### config.mk
export PLATFORM = sky130hd
export DESIGN_NAME = dice_roll_sequencer
export DESIGN_NICKNAME = d
export VERILOG_FILES = /design/src/rtl/dice_roll_sequencer.sv
export SDC_FILE = /design/constraint.sdc
export NUM_CORES = 1
export LEC_CHECK = 0
export ABC_AREA = 1
export CAP_MARGIN = 20
export CORE_UTILIZATION = 45
export CTS_CLUSTER_DIAMETER = 30
export DETAILED_ROUTE_END_ITERATION = 7
export SYNTH_ARGS = -nofsm -noshare
export SYNTH_HDL_FRONTEND = slang
export SYNTH_SLANG_ARGS = --single-unit
### constraint.sdc
create_clock -name clk -period 2.3 [get_ports clk]
set_input_delay 0.23 -clock clk [delete_from_list [all_inputs] [get_ports clk]]
set_output_delay 0.23 -clock clk [all_outputs]
set_load 0.01 [all_outputs]
### src/rtl/dice_roll_sequencer.sv
// dice_roll_sequencer
//   Drives the 3-bit face select of the eight-sided dice decoder. While roll
//   is held the face spins one step every SPIN_DIV cycles. On release the
//   face decelerates: SLOW_STEPS further steps, each interval twice the
//   previous one. The face then settles and holds until the next press.
//
//   Optional feature (macro DICE_BLINK_EN): after settling, blank toggles
//   every BLINK_DIV cycles, six toggles in all (three blinks), ending at 0.
//   A press during blinking clears blank and starts a new spin.
//   Without the macro, blank is tied to 0.
//
// Ports
//   clk      in   system clock, rising edge
//   rst      in   asynchronous reset, active-high
//   roll     in   debounced roll request, level, synchronous to clk
//   face     out  [2:0] current face, to dice decoder s[2:0]
//   rolling  out  high while spinning or decelerating
//   done     out  one-cycle pulse on the edge the face settles
//   blank    out  display blank request
//
// State table
//   IDLE    | after reset, face held, waiting for roll
//   SPIN    | roll held, fixed-rate face steps
//   SLOW    | roll released, interval doubles per step, roll ignored
//   SETTLED | final face held (blink sub-phase when enabled)

module dice_roll_sequencer #(
    parameter int SPIN_DIV   = 4,
    parameter int SLOW_STEPS = 4,
    parameter int TMR_W      = 16,
    parameter int BLINK_DIV  = 8
) (
    input  logic       clk,
    input  logic       rst,
    input  logic       roll,
    output logic [2:0] face,
    output logic       rolling,
    output logic       done,
    output logic       blank
);

    if (SPIN_DIV < 1) begin : g_bad_spin_div
        $error("SPIN_DIV must be >= 1");
    end
    if (SLOW_STEPS < 1) begin : g_bad_slow_steps
        $error("SLOW_STEPS must be >= 1");
    end
    if (BLINK_DIV < 1) begin : g_bad_blink_div
        $error("BLINK_DIV must be >= 1");
    end

    // k counts completed slow steps, so it must reach SLOW_STEPS.
    localparam int K_W = $clog2(SLOW_STEPS + 1);
    localparam logic [K_W-1:0]   K_LAST   = K_W'(SLOW_STEPS - 1);
    localparam logic [K_W-1:0]   K_ONE    = K_W'(1);
    localparam logic [TMR_W-1:0] TMR_ONE  = TMR_W'(1);
    localparam logic [TMR_W-1:0] IVL_INIT = TMR_W'(SPIN_DIV);

    typedef enum logic [1:0] {IDLE, SPIN, SLOW, SETTLED} state_t;

    state_t           state, state_nxt;
    logic [TMR_W-1:0] tmr, tmr_nxt;
    logic [TMR_W-1:0] ivl, ivl_nxt;
    logic [K_W-1:0]   k, k_nxt;
    logic [2:0]       face_nxt;
    logic             rolling_nxt;
    logic             done_nxt;
    logic             step_due;

    assign step_due = (tmr == ivl - TMR_ONE);

    always_ff @(posedge clk or posedge rst) begin
        if (rst) begin
            state   <= IDLE;
            tmr     <= '0;
            ivl     <= IVL_INIT;
            k       <= '0;
            face    <= '0;
            rolling <= 1'b0;
            done    <= 1'b0;
        end else begin
            state   <= state_nxt;
            tmr     <= tmr_nxt;
            ivl     <= ivl_nxt;
            k       <= k_nxt;
            face    <= face_nxt;
            rolling <= rolling_nxt;
            done    <= done_nxt;
        end
    end

    always_comb begin
        state_nxt = state;
        case (state)
            IDLE, SETTLED: if (roll) state_nxt = SPIN;
            SPIN:          if (!roll) state_nxt = SLOW;
            SLOW:          if (step_due && k == K_LAST) state_nxt = SETTLED;
            default:       state_nxt = IDLE;
        endcase
    end

    always_comb begin
        tmr_nxt  = tmr;
        ivl_nxt  = ivl;
        k_nxt    = k;
        face_nxt = face;
        done_nxt = 1'b0;
        case (state)
            IDLE, SETTLED: begin
                if (roll) begin
                    tmr_nxt = '0;
                    ivl_nxt = IVL_INIT;
                    k_nxt   = '0;
                end
            end
            SPIN: begin
                // Leaving SPIN wins over a step due on the same edge.
                if (!roll) begin
                    tmr_nxt = '0;
                end else if (step_due) begin
                    face_nxt = face + 3'd1;
                    tmr_nxt  = '0;
                end else begin
                    tmr_nxt = tmr + TMR_ONE;
                end
            end
            SLOW: begin
                if (step_due) begin
                    face_nxt = face + 3'd1;
                    tmr_nxt  = '0;
                    ivl_nxt  = ivl << 1;
                    k_nxt    = k + K_ONE;
                    done_nxt = (k == K_LAST);
                end else begin
                    tmr_nxt = tmr + TMR_ONE;
                end
            end
            default: ;
        endcase
        rolling_nxt = (state_nxt == SPIN) || (state_nxt == SLOW);
    end

`ifdef DICE_BLINK_EN
    localparam int BC_W = (BLINK_DIV > 1) ? $clog2(BLINK_DIV) : 1;
    localparam logic [BC_W-1:0] BLINK_LAST = BC_W'(BLINK_DIV - 1);
    localparam logic [BC_W-1:0] BC_ONE     = BC_W'(1);

    logic [BC_W-1:0] blink_cnt;
    logic [2:0]      blink_tog;
    logic            blink_on;

    // Counter is loaded with 0 on the settle edge so the first toggle
    // (blank 0->1) lands on the very next edge.
    always_ff @(posedge clk or posedge rst) begin
        if (rst) begin
            blank     <= 1'b0;
            blink_on  <= 1'b0;
            blink_cnt <= '0;
            blink_tog <= '0;
        end else if (done_nxt) begin
            blank     <= 1'b0;
            blink_on  <= 1'b1;
            blink_cnt <= '0;
            blink_tog <= '0;
        end else if (state == SETTLED && blink_on) begin
            if (roll) begin
                blank    <= 1'b0;
                blink_on <= 1'b0;
            end else if (blink_cnt == '0) begin
                blank     <= ~blank;
                blink_cnt <= BLINK_LAST;
                blink_tog <= blink_tog + 3'd1;
                if (blink_tog == 3'd5) blink_on <= 1'b0;
            end else begin
                blink_cnt <= blink_cnt - BC_ONE;
            end
        end
    end
`else
    assign blank = 1'b0;
`endif

endmodule

After elaboration in Yosys (flattened, before gate mapping)
Cells that the tools add are included.
W data, S select, Z words.

word-level totals
  latch bits = 0
  memories kept = 0
  logic and storage cells = 48
  bits in read-only memories = 0
  flip-flop bits (word level) = 42
  bits of input ports = 3
  memory bits (writable) = 0

operators by class
  div/mod/pow operators = 0
  multipliers = 0
  reductions and logical operators = 8
  magnitude comparators = 0
  eq/ne operators = 10
  bitwise gates (word level) = 0
  shift-type cells = 0
  add/subtract/negate cells = 4
  mux-type cells = 19

operators by type and width
  operator                 number
  $mux W16                 5
  $pmux W16 S3             1
  $pmux W16 S2             1
  $add A16 B1 Y16 const B  1
  $eq A16 B16 Y1           1
  $sub A16 B1 Y16 const B  1
  $mux W3                  4
  $pmux W3 S2              2
  $add A3 B1 Y3 const B    2
  $eq A2 B2 Y1 const B     3
  $mux W2                  3
  $ne A2 B2 Y1 const B     3
  $pmux W2 S3              1
  $eq A2 B1 Y1 const B     2
  $reduce_bool A2 Y1       2
  $eq A3 B2 Y1 const B     1
  $reduce_and A3 Y1        1
  $logic_not A2 Y1         1
  $mux W1                  2
  $reduce_and A2 Y1        1
  $reduce_or A2 Y1         1
  $logic_and A1 B1 Y1      1
  $logic_or A1 B1 Y1       1

Depth between registers and ports, before layout
  depth after elaboration = 7
  mapped depth = 17
  mapped depth without buffers = 16

Worst setup path after synthesis
OpenSTA, ideal clock, no wires.

  kind = register -> register
  from = register ivl[2]
  to = register ivl[8]
  cell stages (with the launch flop) = 17
  setup slack = 0.032 ns
  clock period less this slack = 2.268 ns
  setup time = 0.117 ns
  arrival = 2.151 ns
  required time = 2.183 ns
  cells stage by stage = dfstp_2 > inv_1 > ha_1 > or2_2 > nand2_1 > nand2_1 > nand2_1 > nand3_1 > nor2_1 > nand2_1 > nor2_4 > nand2_4 > nand2_4 > nand3_4 > buf_6 > nand2_1 > nand2_1

between the ends
  longest elaborated chain between the ends = 4

ends and longest elaborated chain
  item                         line  text
  start, declared              63    logic [TMR_W-1:0] ivl, ivl_nxt;
  start signal, assigned       84    ivl <= ivl_nxt;
  $sub A16 B1 Y16              70    assign step_due = (tmr == ivl - TMR_ONE);
  $eq A16 B16 Y1               70
  $ne A2 B2 Y1 (no line)       -
  $reduce_and A3 Y1 (no line)  -

Every way passes these cells.
A chain may end at the register's enable or synchronous reset.

Final worst setup path
  from = register ivl[2]
  to = register k[0]

between the ends
  longest elaborated chain between the ends = 4

ends and longest elaborated chain
  item                         line  text
  $sub A16 B1 Y16              70
  $eq A16 B16 Y1               70
  $ne A2 B2 Y1 (no line)       -
  $reduce_and A3 Y1 (no line)  -
  end signal, assigned         85    k <= k_nxt;
  end, declared                64    logic [K_W-1:0] k, k_nxt;

Every way passes these cells.

==> results.sh <==
export IMPL_crit_path_end_kind="flop"
export IMPL_nets=414
export IMPL_die_h_um=80.0
export IMPL_nFillCells=587
export IMPL_multi_input_area_sq_um=1580
export IMPL_synth_top_area_cell="dfrtp_1"
export IMPL_maxCapViolCount=0
export IMPL_cts_tree="yes"
export IMPL_path_clk_slew_ns=0.08
export IMPL_ys_async_sr_fraction_pct=100
export IMPL_htreeDepth=2
export IMPL_worstMarginPinSlew_ns=0.737
export IMPL_start_util_pct=46.5
export IMPL_startpoint="ivl[2]$_DFFE_PP1P_"
export IMPL_layout_min_cycle_time_ns=2.15
export IMPL_status="complete, no violations"
export IMPL_yosys_top_cells_count="nand2_1 (106), inv_1 (49), dfrtp_1 (39)"
export IMPL_worstPathArrival_ns=2.34
export IMPL_cts_root_buffer="clkbuf_8"
export IMPL_setup_viol=0
export IMPL_final_cells=480
export IMPL_route_vias_total=2513
export IMPL_synthCells=384
export IMPL_drv_slew=0
export IMPL_leakage_uw=0.00154
export IMPL_rr_startpoint="ivl[2]$_DFFE_PP1P_"
export IMPL_dp_cells=470
export IMPL_drt_iter0_markers=225
export IMPL_syn_area_sq_um=2740
export IMPL_num_rows=28
export IMPL_max_freq_mhz=466
export IMPL_synth_edf_count=0
export IMPL_clock_sinks=40
export IMPL_regArea_sq_um=1000
export IMPL_ys_ff_latch=40
export IMPL_io_buffers=7
export IMPL_clockBufferDepth=2
export IMPL_gp_congestion=0.912
export IMPL_relSlewSlack_pct=50.6
export IMPL_yosysTopAreaCellShare_pct=35.6
export IMPL_final_core_util_pct=53.7
export IMPL_grt_first_pass_wirelength_mm=10.8
export IMPL_synth_distinct_cells=31
export IMPL_vdd_ir_drop_max_uv=426
export IMPL_ys_top_cells_by_area="dfrtp_1 (36%), nand2_1 (15%), inv_1 (6.7%), nand4_1 (6.6%), nand3_1 (6.2%)"
export IMPL_yosys_warnings=0
export IMPL_cts_setup_buffers=0
export IMPL_clock_skew_ns=0.00695
export IMPL_firstDrtPassIters=4
export IMPL_grt_start_max_net_pins=22
export IMPL_critPathLaunchType="flop"
export IMPL_drc=0
export IMPL_vias_per_cell=5.24
export IMPL_crit_fanout=8
export IMPL_ant_nets=0
export IMPL_rsz0062_at_grt="false"
export IMPL_die_w_um=80.0
export IMPL_num_antenna_cells=0
export IMPL_io_pin_count=9
export IMPL_crit_type="reg2reg"
export IMPL_cellPowerDensity_nw_per_um2=891
export IMPL_grt_pass1_vias=2296
export IMPL_hp_class="in2async"
export IMPL_core_area_sq_um=5890
export IMPL_min_period_over_period_pct=93.3
export IMPL_layout_drive_gt1_share_pct=15.1
export IMPL_avgSynthCellArea_sq_um=7.13
export IMPL_syn_nets=394
export IMPL_final_setup_tns_ns=0
export IMPL_cp_required_ns=2.49
export IMPL_dieArea_sq_um=6400
export IMPL_seq_area_frac_synth_pct=36.6
export IMPL_syn2layout_area_growth_pct=15.5
export IMPL_dp_hpwl_mm=4.78
export IMPL_overflow=0
export IMPL_antenna_found_initial=0
export IMPL_wl_per_cell_um=13.8
export IMPL_wl_mm=6.62
export IMPL_clock_latency_ns=0.30
export IMPL_p_total_uw=2820
export IMPL_yosysMostFrequentCell="nand2_1"
export IMPL_cts_buffers_inserted=5
export IMPL_ys_flop_type="dfrtp_1"
export IMPL_hold_viol_final=0
export IMPL_grt_usage_pct=22.3
cell type report:
class,count,share of cell area [%]
multi-input cells,284,49.8
well taps,75,2.97
repair buffers,22,5.89
clock buffers,6,2.29
flip-flops and latches,40,31.8
inverters,51,6.13
clock inverters,2,1.11
sequential cells by signal, summed over array words and instances (netlist names):
signal / cells
done: 1
face: 3
k: 3
tmr: 16
rolling: 1
state: 2
ivl: 14
metrics by stage:
step	hold WS, ns	setup WS [ns]	cell area, sq um
after floorplan	0.343	0.0316	2740
final	0.266	0.154	3160
after detailed placement	0.463	0.0388	2950
after CTS	0.289	0.0281	3050
after global placement	0.464	0.0866	2950
after global routing	0.320	0.00593	3160
path summary, 6_finish.rpt:
check	endpoint	slack (ns)	cells past startpoint
min in group clk	k[2]$_DFFE_PP0P_	0.49	2
max in group asynchronous	ivl[4]$_DFFE_PP0P_	1.33	3
worst max-delay path	k[0]$_DFFE_PP0P_	0.15	15
worst min register to register	k[2]$_DFFE_PP0P_	0.49	2
worst min-delay path	ivl[15]$_DFFE_PP0P_	0.27	2
worst max register to register	k[0]$_DFFE_PP0P_	0.15	15
report_power, final:
| part | internal (uW) | leakage [uW] | switching (uW) |
|---|---|---|---|
| clock network | 322 | 0.0000552 | 252 |
| logic | 481 | 0.000945 | 973 |
| registers | 762 | 0.000544 | 29.5 |
repair_timing:
| item | in CTS | in global routing |
|---|---|---|
| gates resized for setup | 0 | 26 |
| endpoints found under the setup margin | 0 | 37 |
| hold buffers | 0 | 0 |
metal layers:
layer  GRT usage [%]  part of all wire (%)
met1            32.8                    51
met2            33.5                    44
met3            3.77                   3.7
met4            6.07                   1.2
met5               0                     0
layout by cell type, fill, tap and decap left out, drive strengths merged, types with 2 or more instances in the layout:
cell           count
nand3             37
o21ai             24
nor4               2
clkbuf             6
and2               3
nand3b             3
nor2              37
xnor2              7
or2                2
dfrtp             39
clkinv             2
nand2            112
nor3               3
nand4             29
a21oi              4
clkdlybuf4s50      7
o22ai              4
xor2               7
inv               50
ha                 7
buf               15
worst max-delay path, stage by stage (launching register included):
cell and delay (ns):
dfstp_2 0.54, inv_2 0.05, ha_4 0.15, or2_4 0.22, nand2_1 0.06, nand2_1 0.04, nand2_1 0.08, nand3_1 0.07
nor2_1 0.12, nand2_1 0.09, nor2_4 0.12, nand2_4 0.08, nand2_4 0.12, nand3_4 0.14, nand2_1 0.11, nand2_1 0.05
kinds of logic after synthesis:
group / Yosys count / synth area share (%)
xor gates and xnor gates: 14 / 4.48
AOI/OAI and AO/OA: 33 / 6.30
buffers and inverters: 62 / 9.59
DFF: 40 / 36.6
and+or+nand+nor: 227 / 39.7
adders and majority gates: 7 / 3.20
other: 1 / 0.137
No activity file was read; power rests on OpenSTA's default activity.
